<file path="src/rtl/detect_run_monitor_pkg.sv">
// detect_run_monitor_pkg: shared state encoding and default widths for the detection-run monitor.
package detect_run_monitor_pkg;
  typedef enum logic {IDLE = 1'b0, RUN = 1'b1} state_e;
  localparam int DEF_CNT_W = 8;
  localparam int DEF_LEN_W = 8;
endpackage

</file>
<file path="src/rtl/detect_run_monitor_sat_counter.sv">
// sat_counter: saturating up-counter with clear, load-to-one and sync active-low reset.
module sat_counter #(
  parameter int W = 8
) (
  input  logic         clk,
  input  logic         reset,
  input  logic         clr,
  input  logic         load,
  input  logic         inc,
  output logic [W-1:0] q
);
  logic [W-1:0] q_q, q_d;
  always_comb q_d = clr ? '0 : load ? W'(1) : (inc && q_q != '1) ? q_q + W'(1) : q_q;
  always_ff @(posedge clk) begin
    if (!reset) q_q <= '0;
    else q_q <= q_d;
  end
  assign q = q_q;
endmodule

</file>
<file path="src/rtl/detect_run_monitor.sv">
// detect_run_monitor: counts detect rising edges and reports each run length on a valid/ready port.
module detect_run_monitor
  import detect_run_monitor_pkg::*;
#(
  parameter int CNT_W = DEF_CNT_W,
  parameter int LEN_W = DEF_LEN_W
) (
  input  logic             clk,
  input  logic             reset,
  input  logic             detect,
  input  logic             clear,
  input  logic             run_ready,
  output logic             run_valid,
  output logic [LEN_W-1:0] run_len,
  output logic [CNT_W-1:0] evt_count,
  output logic             overflow,
  output logic             busy
);
  state_e state_q, state_d;
  logic rise, fall, grow, accept, store;
  logic run_valid_q, run_valid_d, overflow_q, overflow_d;
  logic [LEN_W-1:0] len_q, run_len_q, run_len_d;
  always_ff @(posedge clk) begin
    if (!reset) state_q <= IDLE;
    else state_q <= state_d;
  end
  always_comb state_d = detect ? RUN : IDLE;
  always_comb begin
    rise = state_q == IDLE && detect;
    fall = state_q == RUN && !detect;
    grow = state_q == RUN && detect;
  end
  sat_counter #(.W(LEN_W)) u_len (
    .clk(clk), .reset(reset), .clr(1'b0), .load(rise), .inc(grow), .q(len_q)
  );
  sat_counter #(.W(CNT_W)) u_evt (
    .clk(clk), .reset(reset), .clr(clear), .load(1'b0), .inc(rise), .q(evt_count)
  );
  // A finished run only lands if the slot is empty or being drained this same edge.
  always_comb begin
    accept      = run_valid_q && run_ready;
    store       = fall && (!run_valid_q || accept);
    run_valid_d = clear ? 1'b0 : store ? 1'b1 : accept ? 1'b0 : run_valid_q;
    run_len_d   = (!clear && store) ? len_q : run_len_q;
    overflow_d  = clear ? 1'b0 : (fall && !store) ? 1'b1 : overflow_q;
  end
  always_ff @(posedge clk) begin
    if (!reset) begin
      run_valid_q <= 1'b0;
      run_len_q   <= '0;
      overflow_q  <= 1'b0;
    end else begin
      run_valid_q <= run_valid_d;
      run_len_q   <= run_len_d;
      overflow_q  <= overflow_d;
    end
  end
  assign run_valid = run_valid_q;
  assign run_len   = run_len_q;
  assign overflow  = overflow_q;
  assign busy      = state_q == RUN;
endmodule

</file>
<file path="config.mk">
export PLATFORM = sky130hd
export DESIGN_NAME = detect_run_monitor
export DESIGN_NICKNAME = d
export VERILOG_FILES = /design/src/rtl/detect_run_monitor_pkg.sv /design/src/rtl/detect_run_monitor_sat_counter.sv /design/src/rtl/detect_run_monitor.sv
export SDC_FILE = /design/constraint.sdc
export NUM_CORES = 1
export LEC_CHECK = 0
export BUFFER_PORTS_ARGS = -buffer_cell sky130_fd_sc_hd__buf_4
export CELL_PAD_IN_SITES_DETAIL_PLACEMENT = 0
export CELL_PAD_IN_SITES_GLOBAL_PLACEMENT = 1
export CORE_ASPECT_RATIO = 0.5
export CORE_UTILIZATION = 45
export CTS_BUF_LIST = sky130_fd_sc_hd__clkbuf_4 sky130_fd_sc_hd__clkbuf_8
export DETAILED_ROUTE_END_ITERATION = 16
export GPL_TIMING_DRIVEN = 0
export PLACE_DENSITY = 0.95
export SETUP_SLACK_MARGIN = 0.05
export SYNTH_ARGS = -nofsm -noshare
export SYNTH_HDL_FRONTEND = slang
export SYNTH_SLANG_ARGS = --single-unit
</file>
<file path="constraint.sdc">
create_clock -name clk -period 4.1 [get_ports clk]
set_clock_uncertainty 0.15 [all_clocks]
set_input_delay 0.205 -clock clk [delete_from_list [all_inputs] [get_ports clk]]
set_output_delay 0.205 -clock clk [all_outputs]
set_load 0.01 [all_outputs]
</file>
=== Yosys cells after proc, flatten, opt, wreduce, memory -nomap -nowiden ===
Index checks and enable logic that the tools add are counted.

* Output and inout bits: 19
* Logic and storage cells: 36
* Bits of input ports: 5
* Bits in registers: 27

* Reductions and logical operators: 18
* Bitwise gates (word level): 2
* Add/subtract/negate cells: 2
* Equal/unequal tests: 2
* Multiplexer cells: 5

{| class="wikitable"
|+ Operators by type and width
! operator !! count
|-
| adder 8 x 1 -> 8 bit (second input constant) || 2
|-
| inequality test 8 bit (second input constant) || 2
|-
| logical AND 1 bit || 9
|-
| two-way mux 1 bit || 5
|-
| zero test 1 bit || 4
|-
| nonzero test 2 bit || 2
|-
| OR reduction 2 bit || 2
|-
| inverter 1 bit || 2
|-
| logical OR 1 bit || 1
|}

=== Depth between registers and ports, before layout ===
* Word-level depth: 5
* Depth in mapped cells: 5
* Depth with buffers taken out: 5

=== Cells and area by module ===
A second synthesis with hierarchy kept.

* Cells, all modules: 151
* Area total of the unflattened synthesis: 1385.1 um2

{| class="wikitable"
|+ Modules (own cells, without submodules)
! module !! area each (um2) !! cells an instance !! sequential area each (um2) !! times used
|-
| sat_counter || 455.4 || 51 || 160.2 || 2
|-
| detect_run_monitor || 474.2 || 49 || 220.2 || 1
|}

=== Worst setup path before layout ===
OpenSTA, ideal clock, no wires.

* Path kind: flip-flop to flip-flop
* From: register u_len.q_q[0], in the netlist u_len.q[0]
* To: register u_len.q_q[7], in the netlist u_len.q[7]
* Clock period less this slack: 1.587 ns
* Data arrival time: 1.322 ns
* Data required time: 3.835 ns
* Setup time: 0.115 ns
* Setup slack: 2.513 ns
* Buffers on the path: 0
* Stages on the path, launching flop included: 6
* Cell sequence: dfxtp_1 > ha_1 > and3_1 > a2111oi_2 > xnor2_1 > nor2_1

* Word-level cells in the longest chain between the ends: 2
* Elaborated cells between the ends (all ways): 3
* Those cells by class: 1 x add/sub; 1 x eq/ne; 1 x reduce/logical

{| class="wikitable"
|+ Ends and longest elaborated chain
! what !! line !! RTL
|-
| start: declaration || detect_run_monitor_sat_counter.sv:12 || <nowiki>logic [W-1:0] q_q, q_d;</nowiki>
|-
| start signal: assignment || detect_run_monitor_sat_counter.sv:16 || <nowiki>else q_q <= q_d;</nowiki>
|-
| parallel branches: the longest is 2 deep, another holds adder 8 x 1 -> 8 bit || -- ||
|}

Parallel ways; which one is timed is not known.
A chain may end at the register's enable or synchronous reset.

=== Worst setup path after layout ===
* From: input port detect
* To: register run_len_q[7], in the netlist run_len[7]

* Word-level cells in the longest chain between the ends: 4

{| class="wikitable"
|+ Ends and longest elaborated chain
! what !! line !! RTL
|-
| start: declaration || detect_run_monitor.sv:10 || <nowiki>input logic detect,</nowiki>
|-
| zero test 1 bit || detect_run_monitor.sv:30 || <nowiki>fall = state_q == RUN && !detect;</nowiki>
|-
| logical AND 1 bit || detect_run_monitor.sv:30 ||
|-
| logical AND 1 bit || detect_run_monitor.sv:42 || <nowiki>store = fall && (!run_valid_q || accept);</nowiki>
|-
| logical AND 1 bit || detect_run_monitor.sv:44 || <nowiki>run_len_d = (!clear && store) ? len_q : run_len_q;</nowiki>
|-
| end signal: assignment || detect_run_monitor.sv:54 || <nowiki>run_len_q <= run_len_d;</nowiki>
|-
| end: declaration || detect_run_monitor.sv:22 || <nowiki>logic [LEN_W-1:0] len_q, run_len_q, run_len_d;</nowiki>
|}

No other way between the ends.

==> run metrics <==
via count 991; outcome finished clean; DRC Markers 0; Finished Core Util 58.5%; Initial Util 48.0%; synth cell count leaders dfxtp_1, mux2i_1, nor2_1, nand2_1, nor2b_1; Clock transition at path regs 0.09 ns; total power 0.000450 W; Top FF cell, synth dfxtp_1; Distinct cells, synth 39; IO Port Bufs 23; slowest CP cell dlygate4sd3_1; most common cell in the synthesized netlist dfxtp_1; Vias/cell 5.13; TritonCTS Buffers 3; Yosys top cell area share 42.7%; Reg power frac 59.4%; Net Count, Synth 135; Buf/Inv on CP 3; Synth Area per Inst 9.88 µm²; Slew HR 70.1%; Comb pwr share 6.5%; Clock Tree Buf Depth 2; antenna violations before repair 0; row count 13; Hold Vio Cnt, Final 0; first-pass GRT wire length 3640 µm; P_int 0.000356 W; Synth Area in Compound Gates 12.9%; Root Buffer Master clkbuf_8; largest family of logic cells by synthesized area simple AND/OR/NAND/NOR gates; number of synthesized flops with an enable pin 0; Layout area overhead 22.0%; H-tree depth 1; diode count 0; area leader, netlist dfxtp_1; chip height 39.5 µm; Final nets 164; Startpoint Class input port; met2 Use GR 28.1%; Worst Max-Slew Pin Slew 0.449 ns; worst-skew pair later-pin latency 0.27 ns; CP peak stage delay 0.53 ns; dominant cells by area after synthesis dfxtp_1, mux2i_1, nor2b_1; layout cells sized above 1 23.7%; Peak supply drop 129 µV; drt initial violations 58; Final Cycle Share 44.2%; Die Wd 77.0 µm; DR pass1 iterations 4; grt met3 use 5.12%; final wirelength 2250 µm; crit path kind in -> reg; DP HPWL 1670 µm; Syn Inst Count 128; setup TNS 0 ns; fmax 551 MHz; setup bufs post-CTS 0; global route total overflow 0; Post-Synth Simple-Gate Area 25.0%; endpoint type of the worst setup path flop; CP required 4.12 ns; FFs w/ async S/R, synth 0%; Sw Pwr 0.0000947 W; pre-CTS WS 2.44 ns; Worst Hold Class in -> reg; Final Wtd Congestion 0.761; Adder-Cell Fraction of Synth Area 1.98%; post-layout min period 1.81 ns; DR WL/cell 11.7 µm; kind of cell adding the most delay to the critical path buffers and inverters; TritonCTS clock tree yes; multiplexer share of the synthesized area 8.70%; pwr dens 292 mW/mm²; Die ar. 0.00304 mm²; largest net degree at the start of global routing 15; CP max FO 8; Slew Limit Fails 0; crit-path cells dlygate4sd3_1 -> buf_4 -> nand2b_1 -> or3b_1 -> buf_6 -> mux2i_1 -> nor2b_1; Synth Cell Area 0.00126 mm²; Final Setup Violations 0; register bit total from synthesis 27; RSZ-0062 raised after global routing no; register area share after synthesis 42.7%; Final ANT Viol Nets 0; Clock Sinks 27; met1 Resource Use GR 19.6%; Top Usage Layer GRT met2; Synth Area in XOR/XNOR 4.85%; leak pwr 0.655 nW; Clk pwr share 34.1%; MaxCap Viol Count 0; Yosys warning total 0; total global-route track usage 16.2%; Top Ports 24; Core Area 0.00264 mm²; Sw Share 21.0%; Worst Slack Setup Final 2.29 ns; vias in the first global route 778; critical path arrival 1.83 ns
## per-stage QoR
stage,hold WS (ns),cells,cell area (µm²)
floorplan,0.142,128,1260
global placement,0.282,188,1480
detailed placement,0.286,188,1480
CTS,0.0411,193,1540
global route,0.0364,193,1540
finish,0.0449,193,1540
## sequential cells by signal, indices dropped and copies added, names as in the netlist
register / cells
run_len: 8
u_evt.q: 8
u_len.q: 8
busy: 1
overflow: 1
run_valid: 1
## timing repair
item | in CTS | in global routing
resized for setup | 0 | 0
endpoints found under the hold margin | 1 | 0
hold buffers | 1 | 0
## per-layer routing
layer | wire [µm] | vias up
met2 | 1060 | 19
met3 | 106 | 0
met5 | 0 | -
met1 | 1090 | 457
met4 | 0 | 0
li1 | - | 515
## layout by cell type, fill, tap and decap left out, drive strengths merged, types with 2 or more instances in the layout
cell     instances
a2111oi          2
a211oi           2
nand2b           5
nor2            10
buf             26
dfxtp           27
nor2b            8
o21ai            2
inv              2
mux2i           11
clkbuf           6
nor3             3
xor2             4
nand3            4
xnor2            3
nand4            3
ha               2
nand2            9
and4             4
and2             3
a21oi            5
## cells by family (layout without fill, tap and decap cells)
family	Yosys count	count (layout)
AND/OR/NAND/NOR	55	55
buffers and inverters	7	35
adder cells (fa/ha/maj)	2	2
flip-flops	27	27
multiplexers	11	11
AO/OA/AOI/OAI	19	19
XOR/XNOR	7	7
## path summary, 6_finish.rpt
kind	from	to	slack, ns	cells after the start
min	reset	run_len[0]	0.04	2
min reg2reg	run_len[6]	run_len[6]	0.37	2
max	detect	run_len[7]	2.29	7
max reg2reg	u_len.q[0]	u_len.q[7]	2.45	5
## power groups by stage
| stage | logic, W | registers, W | clock network [W] |
|---|---|---|---|
| floorplan | 0.0000180 | 0.000274 | 0 |
| global placement | 0.0000282 | 0.000274 | 0 |
| detailed placement | 0.0000287 | 0.000274 | 0 |
| CTS | 0.0000295 | 0.000268 | 0.000162 |
| global route | 0.0000324 | 0.000268 | 0.000171 |
| finish | 0.0000292 | 0.000268 | 0.000154 |
## layout make-up
type                    count  area [µm²]
fillers                   235        1090
multi-input cells          94         676
flip-flops and latches     27         541
repair buffers             24         183
clock buffers               4        48.8
well taps                  37        46.3
plain buffers               5        41.3
inverters                   2        7.51
Note: power is estimated with default switching activity, not from simulation.
